File: config.mk
export PLATFORM = sky130hd
export DESIGN_NAME = cga_alu_qseq_flat
export DESIGN_NICKNAME = d
export VERILOG_FILES = /design/src/rtl/cga_alu_qseq_if.sv /design/src/rtl/cga_alu_qseq.sv /design/src/flat_wrapper.sv
export SDC_FILE = /design/constraint.sdc
export NUM_CORES = 1
export LEC_CHECK = 0
export CELL_PAD_IN_SITES_DETAIL_PLACEMENT = 0
export CELL_PAD_IN_SITES_GLOBAL_PLACEMENT = 1
export CORE_MARGIN = 10
export CORE_UTILIZATION = 31
export CTS_CLUSTER_DIAMETER = 50
export DETAILED_ROUTE_END_ITERATION = 8
export HOLD_SLACK_MARGIN = 0.02
export PLACE_DENSITY_LB_ADDON = 0.1
export REMOVE_ABC_BUFFERS = 1
export SETUP_SLACK_MARGIN = 0.5
export SLEW_MARGIN = 5
export SYNTH_ARGS = -nofsm -noshare
export SYNTH_HDL_FRONTEND = slang
export SYNTH_SLANG_ARGS = --single-unit
File: constraint.sdc
create_clock -name ALUCLK -period 5.4 [get_ports ALUCLK]
set_input_delay 1.62 -clock ALUCLK [delete_from_list [all_inputs] [get_ports ALUCLK]]
set_output_delay 1.62 -clock ALUCLK [all_outputs]
set_load 0.01 [all_outputs]
File: src/rtl/cga_alu_qseq_if.sv
// Bus between the CGA ALU control logic and the Q-register step sequencer.
// The master issues START/OP and returns Q register and ALU sign feedback.
// The slave (the sequencer) drives the Q register mode and the ALU step enables.
interface cga_alu_qseq_if #(
  parameter int WIDTH = 16
);
  localparam int SW = $clog2(WIDTH + 1);

  logic             START;
  logic [1:0]       OP_1_0;
  logic [WIDTH-1:0] Q_15_0;
  logic             F_15;
  logic [1:0]       QSEL_1_0;
  logic             QLI;
  logic             ALU_ADD;
  logic             ALU_SUB;
  logic             BUSY;
  logic             DONE;
  logic [SW-1:0]    STEP_4_0;
  logic             QZERO;

  modport master (
    output START, OP_1_0, Q_15_0, F_15,
    input  QSEL_1_0, QLI, ALU_ADD, ALU_SUB, BUSY, DONE, STEP_4_0, QZERO
  );

  modport slave (
    input  START, OP_1_0, Q_15_0, F_15,
    output QSEL_1_0, QLI, ALU_ADD, ALU_SUB, BUSY, DONE, STEP_4_0, QZERO
  );
endinterface

File: src/rtl/cga_alu_qseq.sv
// Q-register step sequencer for the CGA ALU: runs WIDTH-step multiply and
// non-restoring divide, and normalize (left shift until the two top bits differ).
module cga_alu_qseq #(
  parameter int WIDTH = 16
) (
  input  logic           ALUCLK,
  input  logic           RESET,
  cga_alu_qseq_if.slave  bus
);
  localparam int SW = $clog2(WIDTH + 1);
  localparam logic [SW-1:0] STEP_LAST = SW'(WIDTH - 1);
  localparam logic [SW-1:0] STEP_MAX  = SW'(WIDTH);

  typedef enum logic [2:0] {S_IDLE, S_LOAD, S_RUN, S_FIX, S_DONE} state_t;
  typedef enum logic [1:0] {OP_NONE = 2'b00, OP_MUL = 2'b01, OP_DIV = 2'b10, OP_NORM = 2'b11} op_t;
  typedef enum logic [1:0] {Q_HOLD = 2'b00, Q_LOAD = 2'b01, Q_SHL = 2'b10, Q_ROR = 2'b11} qsel_t;

  state_t        state, state_nxt;
  op_t           op;
  logic          qbit_prev;
  logic [SW-1:0] step;
  logic          qzero;
  qsel_t         qsel;
  logic          qli, alu_add, alu_sub;
  logic          start_ok;
  logic          norm_exit;

  assign start_ok  = bus.START && (bus.OP_1_0 != OP_NONE);
  // Normalized once the two top bits differ; an all-equal word stops after WIDTH-1 shifts.
  assign norm_exit = (bus.Q_15_0[WIDTH-1] ^ bus.Q_15_0[WIDTH-2]) || (step == STEP_LAST);

  // Next-state and step-control decode.
  // NOTE: every output of this block gets a default before the case, so no path can infer a latch.
  always_comb begin
    state_nxt = state;
    qsel      = Q_HOLD;
    qli       = 1'b0;
    alu_add   = 1'b0;
    alu_sub   = 1'b0;
    case (state)
      S_IDLE: if (start_ok) state_nxt = S_LOAD;
      S_LOAD: begin
        qsel      = Q_LOAD;
        state_nxt = S_RUN;
      end
      S_RUN: begin
        case (op)
          OP_MUL: begin
            qsel    = Q_ROR;
            alu_add = bus.Q_15_0[0];
            if (step == STEP_LAST) state_nxt = S_DONE;
          end
          OP_DIV: begin
            // Non-restoring: subtract after a 1 quotient bit, add back after a 0.
            qsel    = Q_SHL;
            alu_sub = qbit_prev;
            alu_add = ~qbit_prev;
            qli     = ~bus.F_15;
            if (step == STEP_LAST) state_nxt = S_FIX;
          end
          OP_NORM: begin
            // The exit test looks at the Q word of this cycle, so the shift select is decided here too.
            if (norm_exit) state_nxt = S_DONE;
            else           qsel      = Q_SHL;
          end
          default: state_nxt = S_DONE;
        endcase
      end
      S_FIX: begin
        // Restore the remainder if the last trial step left it negative.
        alu_add   = ~qbit_prev;
        state_nxt = S_DONE;
      end
      S_DONE:  state_nxt = S_IDLE;
      default: state_nxt = S_IDLE;
    endcase
  end

  // State, latched operation, quotient bit, step counter and normalize-zero flag.
  // NOTE: registered state is written with non-blocking assignments so every flop samples pre-edge values.
  always_ff @(posedge ALUCLK) begin
    if (RESET) begin
      state     <= S_IDLE;
      op        <= OP_NONE;
      qbit_prev <= 1'b0;
      step      <= '0;
      qzero     <= 1'b0;
    end else begin
      state <= state_nxt;
      case (state)
        S_IDLE: begin
          if (start_ok) begin
            op   <= op_t'(bus.OP_1_0);
            step <= '0;
          end
        end
        S_LOAD: if (op == OP_DIV) qbit_prev <= 1'b1;
        S_RUN: begin
          if (op == OP_DIV) qbit_prev <= ~bus.F_15;
          if (op == OP_NORM && step == '0) qzero <= (bus.Q_15_0 == '0);
          // NORM counts shifts only, so its exit cycle does not advance the count.
          if (!(op == OP_NORM && norm_exit) && step != STEP_MAX) step <= step + 1'b1;
        end
        default: ;
      endcase
    end
  end

  assign bus.QSEL_1_0 = qsel;
  assign bus.QLI      = qli;
  assign bus.ALU_ADD  = alu_add;
  assign bus.ALU_SUB  = alu_sub;
  assign bus.BUSY     = (state != S_IDLE);
  assign bus.DONE     = (state == S_DONE);
  assign bus.STEP_4_0 = step;
  assign bus.QZERO    = qzero;
endmodule

File: src/flat_wrapper.sv
// flat-port wrapper written by rule: the top's interface ports become plain ports
module cga_alu_qseq_flat 
#(
  parameter int WIDTH = 16
)
  (ALUCLK, RESET, bus_START, bus_OP_1_0, bus_Q_15_0, bus_F_15, bus_QSEL_1_0, bus_QLI, bus_ALU_ADD, bus_ALU_SUB, bus_BUSY, bus_DONE, bus_STEP_4_0, bus_QZERO);
  cga_alu_qseq_if #(.WIDTH(WIDTH)) bus_i ();
  input  logic ALUCLK;
  input  logic RESET;
  input wire logic [$bits(bus_i.START)-1:0] bus_START;
  input wire logic [$bits(bus_i.OP_1_0)-1:0] bus_OP_1_0;
  input wire logic [$bits(bus_i.Q_15_0)-1:0] bus_Q_15_0;
  input wire logic [$bits(bus_i.F_15)-1:0] bus_F_15;
  output wire logic [$bits(bus_i.QSEL_1_0)-1:0] bus_QSEL_1_0;
  output wire logic [$bits(bus_i.QLI)-1:0] bus_QLI;
  output wire logic [$bits(bus_i.ALU_ADD)-1:0] bus_ALU_ADD;
  output wire logic [$bits(bus_i.ALU_SUB)-1:0] bus_ALU_SUB;
  output wire logic [$bits(bus_i.BUSY)-1:0] bus_BUSY;
  output wire logic [$bits(bus_i.DONE)-1:0] bus_DONE;
  output wire logic [$bits(bus_i.STEP_4_0)-1:0] bus_STEP_4_0;
  output wire logic [$bits(bus_i.QZERO)-1:0] bus_QZERO;
  assign bus_i.START = bus_START;
  assign bus_i.OP_1_0 = bus_OP_1_0;
  assign bus_i.Q_15_0 = bus_Q_15_0;
  assign bus_i.F_15 = bus_F_15;
  assign bus_QSEL_1_0 = bus_i.QSEL_1_0;
  assign bus_QLI = bus_i.QLI;
  assign bus_ALU_ADD = bus_i.ALU_ADD;
  assign bus_ALU_SUB = bus_i.ALU_SUB;
  assign bus_BUSY = bus_i.BUSY;
  assign bus_DONE = bus_i.DONE;
  assign bus_STEP_4_0 = bus_i.STEP_4_0;
  assign bus_QZERO = bus_i.QZERO;
  cga_alu_qseq #(.WIDTH(WIDTH)) u_core (.ALUCLK(ALUCLK), .RESET(RESET), .bus(bus_i));
endmodule
# Yosys cells after proc, flatten, opt, wreduce, memory -nomap -nowiden
# Index checks and enable logic that the tools add are counted.
# op_classes
add_sub_neg	1
eq_ne	16
mux	21
bitwise	3
n_reduce_logical	18
# op_table
operator	count
$logic_not 16->1	1
$mux 3	4
$pmux 3 s4	1
$mux 5	2
$pmux 5 s2	1
$ne 3x2->1 const B	3
$pmux 3 s3	1
$ne 2x1->1 const B	4
$eq 3x2->1 const B	2
$mux 1	6
$pmux 1 s2	3
$pmux 2 s3	1
$reduce_and 3->1	2
$reduce_bool 2->1	3
$add 5x1->5 const B	1
$eq 5x4->1 const B	1
$logic_not 5->1	1
$ne 5x5->1 const B	1
$eq 2x2->1 const B	2
$logic_and 1x1->1	4
$pmux 2 s2	1
$reduce_and 2->1	2
$reduce_and 4->1	1
$eq 3x1->1 const B	1
9 further kinds	10
# totals
regBits	12
inputBits	22
out_inout_bits	13
elab_cells	64

# Longest topological paths before layout
# Gate-level depths: netlist of run 1.
# logic_depth
depth_word	7
ltp_mapped	7
depth_no_buf	7

# Worst setup path before layout of run 1
# OpenSTA, ideal clock, no wires.
# synth_timing
path_type	input to output
start	input bus_Q_15_0[14]
end	output bus_QSEL_1_0[1]
arrival_ps	2425
required_ps	3780
path_slack_ps	1355
cell_stages	6
n_path_buf	0
cell_sequence	inv_1 -> ha_1 -> nand2b_1 -> nor2_1 -> nor2_1 -> a21oi_1
# synth_via
elab_chain_cells	5
# synth_lines
item	line_no	rtl
from (decl)	flat_wrapper.sv:12	input wire logic [$bits(bus_i.Q_15_0)-1:0] bus_Q_15_0;
$xor 1x1->1	cga_alu_qseq.sv:30	assign norm_exit = (bus.Q_15_0[WIDTH-1] ^ bus.Q_15_0[WIDTH-2]) || (step == STEP_LAST);
$logic_or 1x1->1	cga_alu_qseq.sv:30	
$mux 2	cga_alu_qseq.sv:63	if (norm_exit) state_nxt = S_DONE;
$pmux 2 s3	cga_alu_qseq.sv:47	case (op)
$pmux 2 s2	cga_alu_qseq.sv:40	case (state)
to (decl)	flat_wrapper.sv:14	output wire logic [$bits(bus_i.QSEL_1_0)-1:0] bus_QSEL_1_0;
# No other way between the ends.

# Worst setup path in the final report of run 1
# Ends and elaborated chain as after synthesis.

==> results by group, run 1 <==
Run status
  • Status: finished, final reports clean

Floorplan
  • I/O pin count: 35
  • Die area: 5080 sq um
  • Chip width: 71.3 um
  • Die Y-Extent: 71.3 um
  • CORE AREA: 2500 sq um
  • Initial Util: 32.6%
  • Row Count: 18

Power and ir drop
  • Peak VDD IR: 0.000126 V
  • Leak Pwr: 0.000452 uW
  • PwrDens: 184 nW/um^2
  • Total Power: 220 uW

Synthesis
  • Synth cell types: 35
  • Yosys warnings: 0
  • Area leader, netlist: dfxtp_1
  • Number of synthesized register bits: 12
  • Part of the Yosys area used for sequential elements: 29.5%
  • Mapped Area: 815 sq um
  • Syn_area_per_cell: 7.76 sq um
  • Most area-consuming cells after synthesis: dfxtp_1 29%, ha_1 11%, o21ai_0 6.8%, a21oi_1 6.1%, inv_1 5.1%
  • Syn Inst Count: 105
  • Post-synth ARST share: 0%
  • Most used flip-flop cell after synthesis: dfxtp_1
  • Yosys top cell area share: 29.5%
  • Post-synth EDFFs: 0

Placed design
  • Placed instance area: 1160 sq um
  • Detailed placement HPWL: 1990 um
  • Placer Congestion: 0.770
  • Number of port buffers: 34
  • Setup WS pre-CTS: 347 ps

Worst setup path
  • Critical Path Most Common Cell: nor2_1
  • Critical-path cell list: clkdlybuf4s50_1 > inv_1 > ha_1 > nand2b_1 > nor2_1 > nor2_1 > a21oi_1 > dlygate4sd2_1
  • Delay of the slowest critical-path stage: 450 ps
  • Crit end category: primary output
  • Setup CP Type: input port to primary output
  • Critical path's slowest cell: clkdlybuf4s50_1
  • Crit path DAT: 3140 ps
  • Critical Path Start Type: input port
  • Largest fanout on the critical path: 2
  • Crit path required time: 3780 ps

Route
  • Initial DRC count: 45
  • Routed Antenna Nets: 0
  • DR vias: 876
  • Total length of routed wires: 2540 um
  • Drt pass-1 iters: 4
  • Vias per Instance: 5.21
  • Remaining DRCs: 0
  • WL per Instance: 15.1 um

Timing
  • Slew headroom: 61.8%
  • Post-route minimum period: 4760 ps
  • Post-route setup slack: 641 ps
  • RSZ-0062 raised after global routing: false
  • Fin crit share: 88.1%
  • Max Clk Rate: 210 MHz
  • Least-Margin Pin Slew: 571 ps
  • Layout Skew: 2.82 ps
  • Final TNS setup: 0 ps
  • Final setup vio count: 0
  • Max-slew violations: 0
  • Final hold violation count: 0

Global routing
  • Largest net degree at the start of global routing: 13
  • Total track usage: 9.81%
  • Vias in the first global route: 876
  • Total grt overflow: 0
  • Initial antenna violation count: 0
  • First-pass GRT wire length: 4190 um

Worst hold path
  • Hold Path Class: flop to flop

CTS
  • CTS Hold Bufs: 0
  • Clk Latency, worst-skew pair: 280 ps
  • Resized Gates After CTS: 1
  • Clock Sinks: 12
  • Post-CTS Setup Bufs: 0
  • CTS H-tree depth: 1
  • Clock Path Buffers: 2
  • Cts bufs inserted: 3
  • CTS tree: done
  • Worst-path clk slew: 90 ps
  • Clk root buf: clkbuf_4

Finish
  • P&R area growth vs syn: 46.7%
  • Design area: 1190 sq um
  • Most frequent cells in the layout: 33 x clkdlybuf4s50_1, 12 x dfxtp_1, 11 x inv_1, 11 x o21ai_0, 10 x a21oi_1
  • Fillcell total: 258
  • Most common cell after layout, fill and taps aside: clkdlybuf4s50_1
  • Share of layout cells above drive strength 1: 6.52%
  • Total Nets Final: 168
  • Ant. Diodes: 0

Job
  • Max_cap viols: 0
## metrics by stage
step,std cells,util [%],hold slack [ps]
2_1_floorplan,100,-,488
3_3_place_gp,164,46.4,458
4_1_cts,168,47.8,492
5_1_grt,168,47.8,540
6_report,168,47.8,487
3_5_place_dp,164,46.4,480
## metal layers
layer  GRT usage (%)  vias up  share of wire, %
li1                -      445                 -
met1            12.9      394                51
met2            14.4       35                40
met3            4.27        2               7.8
met4            1.94        0              0.51
met5               0        -                 0
## cells by family (layout without fill, tap and decap cells)
| kind of cell | count (synthesis) | after routing | share of synthesized area [%] |
|---|---|---|---|
| AO/OA/AOI/OAI | 29 | 29 | 20.7 |
| adder cells (fa/ha/maj) | 7 | 7 | 10.8 |
| buffers and inverters | 16 | 49 | 9.06 |
| flip-flops | 12 | 12 | 29.5 |
| multiplexers | 1 | 1 | 1.38 |
| AND/OR/NAND/NOR | 40 | 40 | 28.6 |
## path summary, 6_finish.rpt
check,cells after the start,from,to,slack [ps]
hold / removal,2,u_core.bus.QZERO,u_core.bus.QZERO,490
hold reg to reg,2,u_core.bus.QZERO,u_core.bus.QZERO,490
setup reg to reg,7,u_core.bus.STEP_4_0[0],u_core.bus.STEP_4_0[0],3190
setup / recovery,8,bus_Q_15_0[14],bus_QSEL_1_0[1],640
## area by class of cell
class	instances	area, sq um	area share, %
sequential	12	240	20.1
timing repair buffer	34	339	28.4
tap	30	37.5	3.14
multi-input combinational	77	500	41.9
inverter	11	41.3	3.46
clock buffer	4	36.3	3.04
## cells in the mapped netlist, types with 2 or more instances
cell type  number
nor2_1          9
a21oi_1        10
o21ai_0        11
dfxtp_1        12
ha_1            7
nor4_1          2
inv_1          11
clkbuf_1        2
nand4_1         5
or3_1           4
and3_1          2
a31oi_1         2
nand2_1         6
## critical path, delay by kind of cell
family	cells	cell delay [ps]
AOI/OAI and AO/OA	1	150
buffers and inverters	3	770
and+or+nand+nor	3	300
adders and majority gates	1	290
## power by group
group | total [uW] | switching (uW) | internal, uW
logic | 47.2 | 20.1 | 27.2
registers | 95.6 | 4.17 | 91.4
clock network | 76.8 | 35.7 | 41.1
total | 220 | 60.0 | 160
## state kept, by name, summed over array words and instances, names as in the netlist
name / cells
u_core.state: 3
u_core.op: 2
u_core.bus.STEP_4_0: 5
u_core.qbit_prev: 1
u_core.bus.QZERO: 1
No activity file was read; power rests on OpenSTA's default activity.
==> run 2, diff against run 1 <==
--- a/config.mk
+++ b/config.mk
@@ -7,7 +7,7 @@
 export LEC_CHECK = 0
 export CELL_PAD_IN_SITES_DETAIL_PLACEMENT = 0
 export CELL_PAD_IN_SITES_GLOBAL_PLACEMENT = 1
-export CORE_MARGIN = 10
+export CORE_MARGIN = 3
 export CORE_UTILIZATION = 31
 export CTS_CLUSTER_DIAMETER = 50
 export DETAILED_ROUTE_END_ITERATION = 8
==> run 2 against run 1 <==
Hold slack worse by 9.1 ps. Final area down 1.4%. Non-clock buffer count unchanged. Clock power down 28%. Clock skew up 1.9 ps. Power down 10%. Combinational power down 1%. First-iteration DRC count down 76%. Sequential share of layout area up 0.28 points. Global-route usage up 5.0 points.
==> results by group, run 2 (synthesized netlist as in run 1, its figures left out) <==
Placed design
  • Number of port buffers: 34
  • Placer Congestion: 0.770
  • Detailed placement HPWL: 1670 um

Finish
  • P&R area growth vs syn: 44.7%
  • Fillcell total: 241
  • Total Nets Final: 168
  • Most frequent cells in the layout: 33 x clkdlybuf4s50_1, 12 x dfxtp_1, 11 x inv_1, 11 x o21ai_0, 10 x a21oi_1
  • Number of flip-flops in the largest register: 5
  • Share of layout cells above drive strength 1: 5.84%
  • Most common cell after layout, fill and taps aside: clkdlybuf4s50_1
  • Ant. Diodes: 0
  • Final Util: 50.4%

Route
  • Routed Antenna Nets: 0
  • DR vias: 845
  • Drt pass-1 iters: 4
  • WL per Instance: 13.1 um
  • Remaining DRCs: 0
  • Initial DRC count: 11
  • Vias per Instance: 5.12
  • Total length of routed wires: 2160 um

Power and ir drop
  • Peak VDD IR: 0.000111 V
  • PwrDens: 167 nW/um^2
  • Leak Pwr: 0.000445 uW

Worst hold path
  • Hold Path Class: flop to flop
  • Worst Hold Depth: 2
  • Hold_sp: u_core.bus.QZERO
  • Worst hold endpoint: u_core.bus.QZERO

Floorplan
  • Die Y-Extent: 57.3 um
  • CORE AREA: 2340 sq um
  • Chip width: 57.3 um
  • I/O pin count: 35
  • Row Count: 17
  • Die area: 3280 sq um
  • Initial Util: 34.8%

Timing
  • Max-slew violations: 0
  • Layout Skew: 4.71 ps
  • Final TNS setup: 0 ps
  • RSZ-0062 raised after global routing: false
  • Final setup vio count: 0
  • Final hold violation count: 0
  • Fin crit share: 87.9%
  • Slew headroom: 62.2%
  • Least-Margin Pin Slew: 564 ps
  • Max Clk Rate: 211 MHz
  • Post-route minimum period: 4750 ps

CTS
  • Worst-path clk slew: 70 ps
  • Clk Latency, worst-skew pair: 270 ps
  • Clock Sinks: 12
  • CTS H-tree depth: 1
  • Post-CTS Setup Bufs: 0
  • Clk root buf: clkbuf_4
  • Cts bufs inserted: 3
  • Clock Path Buffers: 2
  • CTS tree: done

Run status
  • Status: finished, final reports clean

Job
  • Max_cap viols: 0

Worst setup path
  • Delay of the slowest critical-path stage: 450 ps
  • R2r startpoint: u_core.bus.STEP_4_0[0]
  • Setup CP Type: input port to primary output
  • Number of buffers and inverters on the critical path: 3
  • Critical Path Start Type: input port
  • Slack of the worst reg-to-reg path: 3170 ps
  • Critical path's top delay family: buffers and inverters
  • Worst r2r dst: u_core.bus.STEP_4_0[0]
  • Crit path required time: 3780 ps
  • Critical-path cell list: clkdlybuf4s50_1 > inv_1 > ha_1 > nand2b_1 > nor2_1 > nor2_1 > a21oi_1 > dlygate4sd2_1
  • Largest fanout on the critical path: 2
  • Worst R2R Path Depth: 7
  • Crit end category: primary output
  • Critical path's slowest cell: clkdlybuf4s50_1
  • Critical Path Most Common Cell: nor2_1
  • Crit path DAT: 3130 ps

Global routing
  • Total grt overflow: 0
  • First-pass GRT wire length: 3840 um
  • Initial antenna violation count: 0
  • Vias in the first global route: 789
  • Total track usage: 14.8%
  • Largest net degree at the start of global routing: 13
run 2: cell count changes in the layout (fill, tap and decap cells not counted), sizes merged:
cell / before / now
clkbuf: 4 / 3
run 2: final cells by class:
type                            instances  area [sq um]  area share (%)
Clock buffer                            3          22.5            1.91
Inverter                               11          41.3            3.50
Multi-Input combinational cell         77           500            42.5
Sequential cell                        12           240            20.4
Tap cell                               28          35.0            2.97
Timing Repair Buffer                   34           339            28.8
run 2: power breakdown:
part	total, uW	internal [uW]	switching (uW)
Sequential	95.6	91.4	4.15
Combinational	46.6	27.1	19.4
Clock	55.1	25.8	29.3
run 2: how the worst max path moves through the flow:
stage | startpoint | end | slack (ps) | cells past startpoint
5_1_grt | bus_Q_15_0[14] | bus_QSEL_1_0[1] | 540 | 8
4_1_cts | bus_Q_15_0[14] | bus_QSEL_1_0[1] | 630 | 8
2_1_floorplan | bus_Q_15_0[14] | bus_QSEL_1_0[1] | 1360 | 6
6_report | bus_Q_15_0[14] | bus_QSEL_1_0[1] | 650 | 8
3_3_place_gp | bus_Q_15_0[14] | bus_QSEL_1_0[1] | 370 | 8
3_5_place_dp | bus_Q_15_0[14] | bus_QSEL_1_0[1] | 370 | 8
run 2: what timing repair did:
item | 4_1_cts | 5_1_grt
resized for setup | 1 | 0
hold buffers | 0 | 0
setup endpoints to repair | 1 | 0
run 2: worst register-to-register path: stages (launching register included):
cell and delay (ps):
dfxtp_1 350, ha_1 230, and3_1 190, ha_1 220
o21ai_0 400, a21oi_1 210, or4_1 440, a21oi_1 120
run 2: per-layer routing:
metal,up-vias,track usage (%),share of wire (%)
li1,446,-,-
met1,380,20.9,49
met2,17,21.2,44
met3,2,4.07,6.1
met4,0,5.96,0.79
met5,-,0,0
run 2: metrics by stage:
stage	instance area, sq um	setup slack, ps	hold WS, ps	cells	total power [uW]
finish	1180	651	478	165	197
CTS	1180	632	485	165	202
global route	1180	539	512	165	210
floorplan	782	1360	488	100	117
detailed placement	1160	366	473	162	144
global placement	1160	373	460	162	144
==> run 3, diff against run 2 <==
--- a/config.mk
+++ b/config.mk
@@ -5,6 +5,7 @@
 export SDC_FILE = /design/constraint.sdc
 export NUM_CORES = 1
 export LEC_CHECK = 0
+export ABC_AREA = 1
 export CELL_PAD_IN_SITES_DETAIL_PLACEMENT = 0
 export CELL_PAD_IN_SITES_GLOBAL_PLACEMENT = 1
 export CORE_MARGIN = 3
==> run 3 against run 2 <==
Combinational power increased to 6.4 times the previous value. Worst setup slack improved by 130 ps. Global-route usage shrank 0.18 points. Routed wire length grew 6.2%. First-iteration DRC count rose to 4.4 times the previous value. Final area rose by 9.1%. Sequential power is 58% higher. Clock skew fell by 4.1 ps. Synthesized area rose by 7.2%. Sequential cell count is the same. Non-clock buffer count did not move. Clock power is 35% higher.
==> results by group, run 3 <==
Run status
  • Status: finished, final reports clean

Timing
  • Slew headroom: 79.0%
  • Post-route setup slack: 782 ps
  • Max-slew violations: 0
  • Final setup vio count: 0
  • RSZ-0062 raised after global routing: false
  • Final TNS setup: 0 ps
  • Fin crit share: 85.5%
  • Least-Margin Pin Slew: 314 ps
  • Final hold violation count: 0
  • Layout Skew: 0.559 ps
  • Max Clk Rate: 217 MHz
  • Post-route minimum period: 4620 ps

Floorplan
  • Chip width: 59.1 um
  • Die Y-Extent: 59.1 um
  • Row Count: 18
  • Die area: 3490 sq um
  • I/O pin count: 35
  • CORE AREA: 2570 sq um
  • Initial Util: 34.0%

Synthesis
  • Area leader, netlist: dfxtp_1
  • Yosys top cell area share: 27.5%
  • Syn_area_per_cell: 6.57 sq um
  • Number of synthesized register bits: 12
  • Post-synth EDFFs: 0
  • Synth cell types: 25
  • Syn Inst Count: 133
  • Most frequent cells after synthesis: 20 x inv_1, 20 x nand2_1, 19 x nor2_1
  • Yosys warnings: 0
  • Mapped Area: 873 sq um
  • Most used flip-flop cell after synthesis: dfxtp_1
  • Part of the Yosys area used for sequential elements: 27.5%
  • Most area-consuming cells after synthesis: dfxtp_1 28%, ha_1 10%, inv_1 8.6%, nand2_1 8.6%, nor2_1 8.2%
  • Post-synth ARST share: 0%

Worst setup path
  • Critical-path cell list: clkdlybuf4s50_1 > inv_1 > ha_1 > inv_1 > nand3_1 > a31oi_1 > dlygate4sd2_1
  • Crit path DAT: 3000 ps
  • Delay of the slowest critical-path stage: 460 ps
  • Largest fanout on the critical path: 2
  • Critical Path Start Type: input port
  • Critical path's top delay family: buffers and inverters
  • Worst R2R Path Depth: 12
  • Critical path's slowest cell: clkdlybuf4s50_1
  • Crit path required time: 3780 ps
  • Critical Path Most Common Cell: inv_1
  • Setup CP Type: input port to primary output
  • Number of buffers and inverters on the critical path: 4
  • Stages on worst setup path: 7
  • Crit end category: primary output

Power and ir drop
  • Flop pwr share: 28.8%
  • Int Power: 291 uW
  • Sw frac: 44.5%
  • Leak Pwr: 0.000553 uW
  • PwrDens: 407 nW/um^2
  • Combinational Power Share: 56.9%
  • Net Sw Power: 233 uW
  • Clock power share: 14.2%
  • Peak VDD IR: 0.000373 V
  • Total Power: 524 uW

CTS
  • Worst-path clk slew: 80 ps
  • CTS H-tree depth: 1
  • Clk Latency, worst-skew pair: 280 ps
  • Clk root buf: clkbuf_4
  • Clock Sinks: 12
  • Cts bufs inserted: 3
  • Clock Path Buffers: 2
  • Post-CTS Setup Bufs: 0
  • CTS tree: done

Route
  • Drt pass-1 iters: 4
  • Routed Antenna Nets: 0
  • Remaining DRCs: 0
  • Total length of routed wires: 2290 um
  • Vias per Instance: 4.81
  • WL per Instance: 11.4 um
  • Initial DRC count: 48
  • DR vias: 966

Global routing
  • First-pass GRT wire length: 3970 um
  • Total track usage: 14.7%
  • Initial antenna violation count: 0
  • Total grt overflow: 0
  • Largest net degree at the start of global routing: 10
  • Vias in the first global route: 937

Placed design
  • Detailed placement HPWL: 1860 um
  • Placer Congestion: 0.806
  • Number of port buffers: 34
  • Setup WS pre-CTS: 500 ps

Finish
  • Final Util: 50.1%
  • Number of flip-flops in the largest register: 5
  • P&R area growth vs syn: 47.3%
  • Ant. Diodes: 0
  • Most frequent cells in the layout: 33 x clkdlybuf4s50_1, 20 x inv_1, 20 x nand2_1
  • Share of layout cells above drive strength 1: 9.94%
  • Most common cell after layout, fill and taps aside: clkdlybuf4s50_1
  • Total Nets Final: 201

Worst hold path
  • Hold Path Class: flop to flop
  • Worst Hold Depth: 2

Job
  • Max_cap viols: 0
==> run 3: changes by cell type in the layout (fill, tap and decap cells not counted), sizes merged, moves of 2 or more <==
cell | before | now
or3b | 2 | 0
and3 | 2 | 0
nor3 | 1 | 6
nor2 | 9 | 24
o21ai | 11 | 6
nand3 | 1 | 13
nand2 | 6 | 25
nand4 | 5 | 1
inv | 11 | 22
or3 | 5 | 0
==> run 3: final timing paths <==
check             slack (ps)              startpoint                endpoint
hold / removal           520  u_core.bus.STEP_4_0[4]  u_core.bus.STEP_4_0[4]
setup / recovery         780          bus_Q_15_0[14]         bus_QSEL_1_0[1]
setup reg to reg        3700  u_core.bus.STEP_4_0[1]  u_core.bus.STEP_4_0[4]
hold reg to reg          520  u_core.bus.STEP_4_0[4]  u_core.bus.STEP_4_0[4]
==> run 3: area by class of cell <==
class / instances / area, sq um
Inverter: 22 / 85.1
Timing Repair Buffer: 34 / 339
Clock buffer: 4 / 36.3
Tap cell: 30 / 37.5
Sequential cell: 12 / 240
Fill cell: 272 / 1280
Multi-Input combinational cell: 99 / 548
==> run 3: per-stage QoR <==
stage / instances / hold slack, ps / cell area, sq um
2_1_floorplan: 133 / 501 / 873
3_3_place_gp: 197 / 494 / 1250
3_5_place_dp: 197 / 500 / 1250
4_1_cts: 201 / 513 / 1290
5_1_grt: 201 / 536 / 1290
6_report: 201 / 518 / 1290
==> run 3: cell families after synthesis <==
| logic type | Yosys count | synth area share (%) |
|---|---|---|
| buffers and inverters | 22 | 9.74 |
| AND/OR/NAND/NOR | 72 | 40.3 |
| AO/OA/AOI/OAI | 20 | 12.5 |
| flip-flops | 12 | 27.5 |
| adder cells (fa/ha/maj) | 7 | 10.0 |
==> run 3: power groups by stage <==
stage	clock [uW]	combinational, uW	sequential (uW)
final	74.6	298	151
after global routing	80.3	336	158
after CTS	77.1	301	151
after detailed placement	0	301	153
after global placement	0	298	152
after floorplan	0	192	151
==> run 3: what timing repair did <==
item,CTS,global route
hold buffers,0,0
resized for setup,1,0
setup endpoints to repair,1,0
==> run 3: routing by layer <==
metal	vias up	wire (um)	GRT usage, %
li1	509	-	-
met1	416	1030	18.4
met2	39	991	23.8
met3	2	258	4.36
met4	0	15	4.85
met5	-	0	0
==> run 3: worst register-to-register path: stages (launching register included) <==
cell and delay, ps:
dfxtp_1 430, ha_1 200, nand2_1 70, nor2_1 110, ha_1 150, inv_1 60, nand2_1 80, nand2_1 60
nand2_1 80, nand2_2 120, nand2_2 110, nand2_1 50, a21oi_1 120
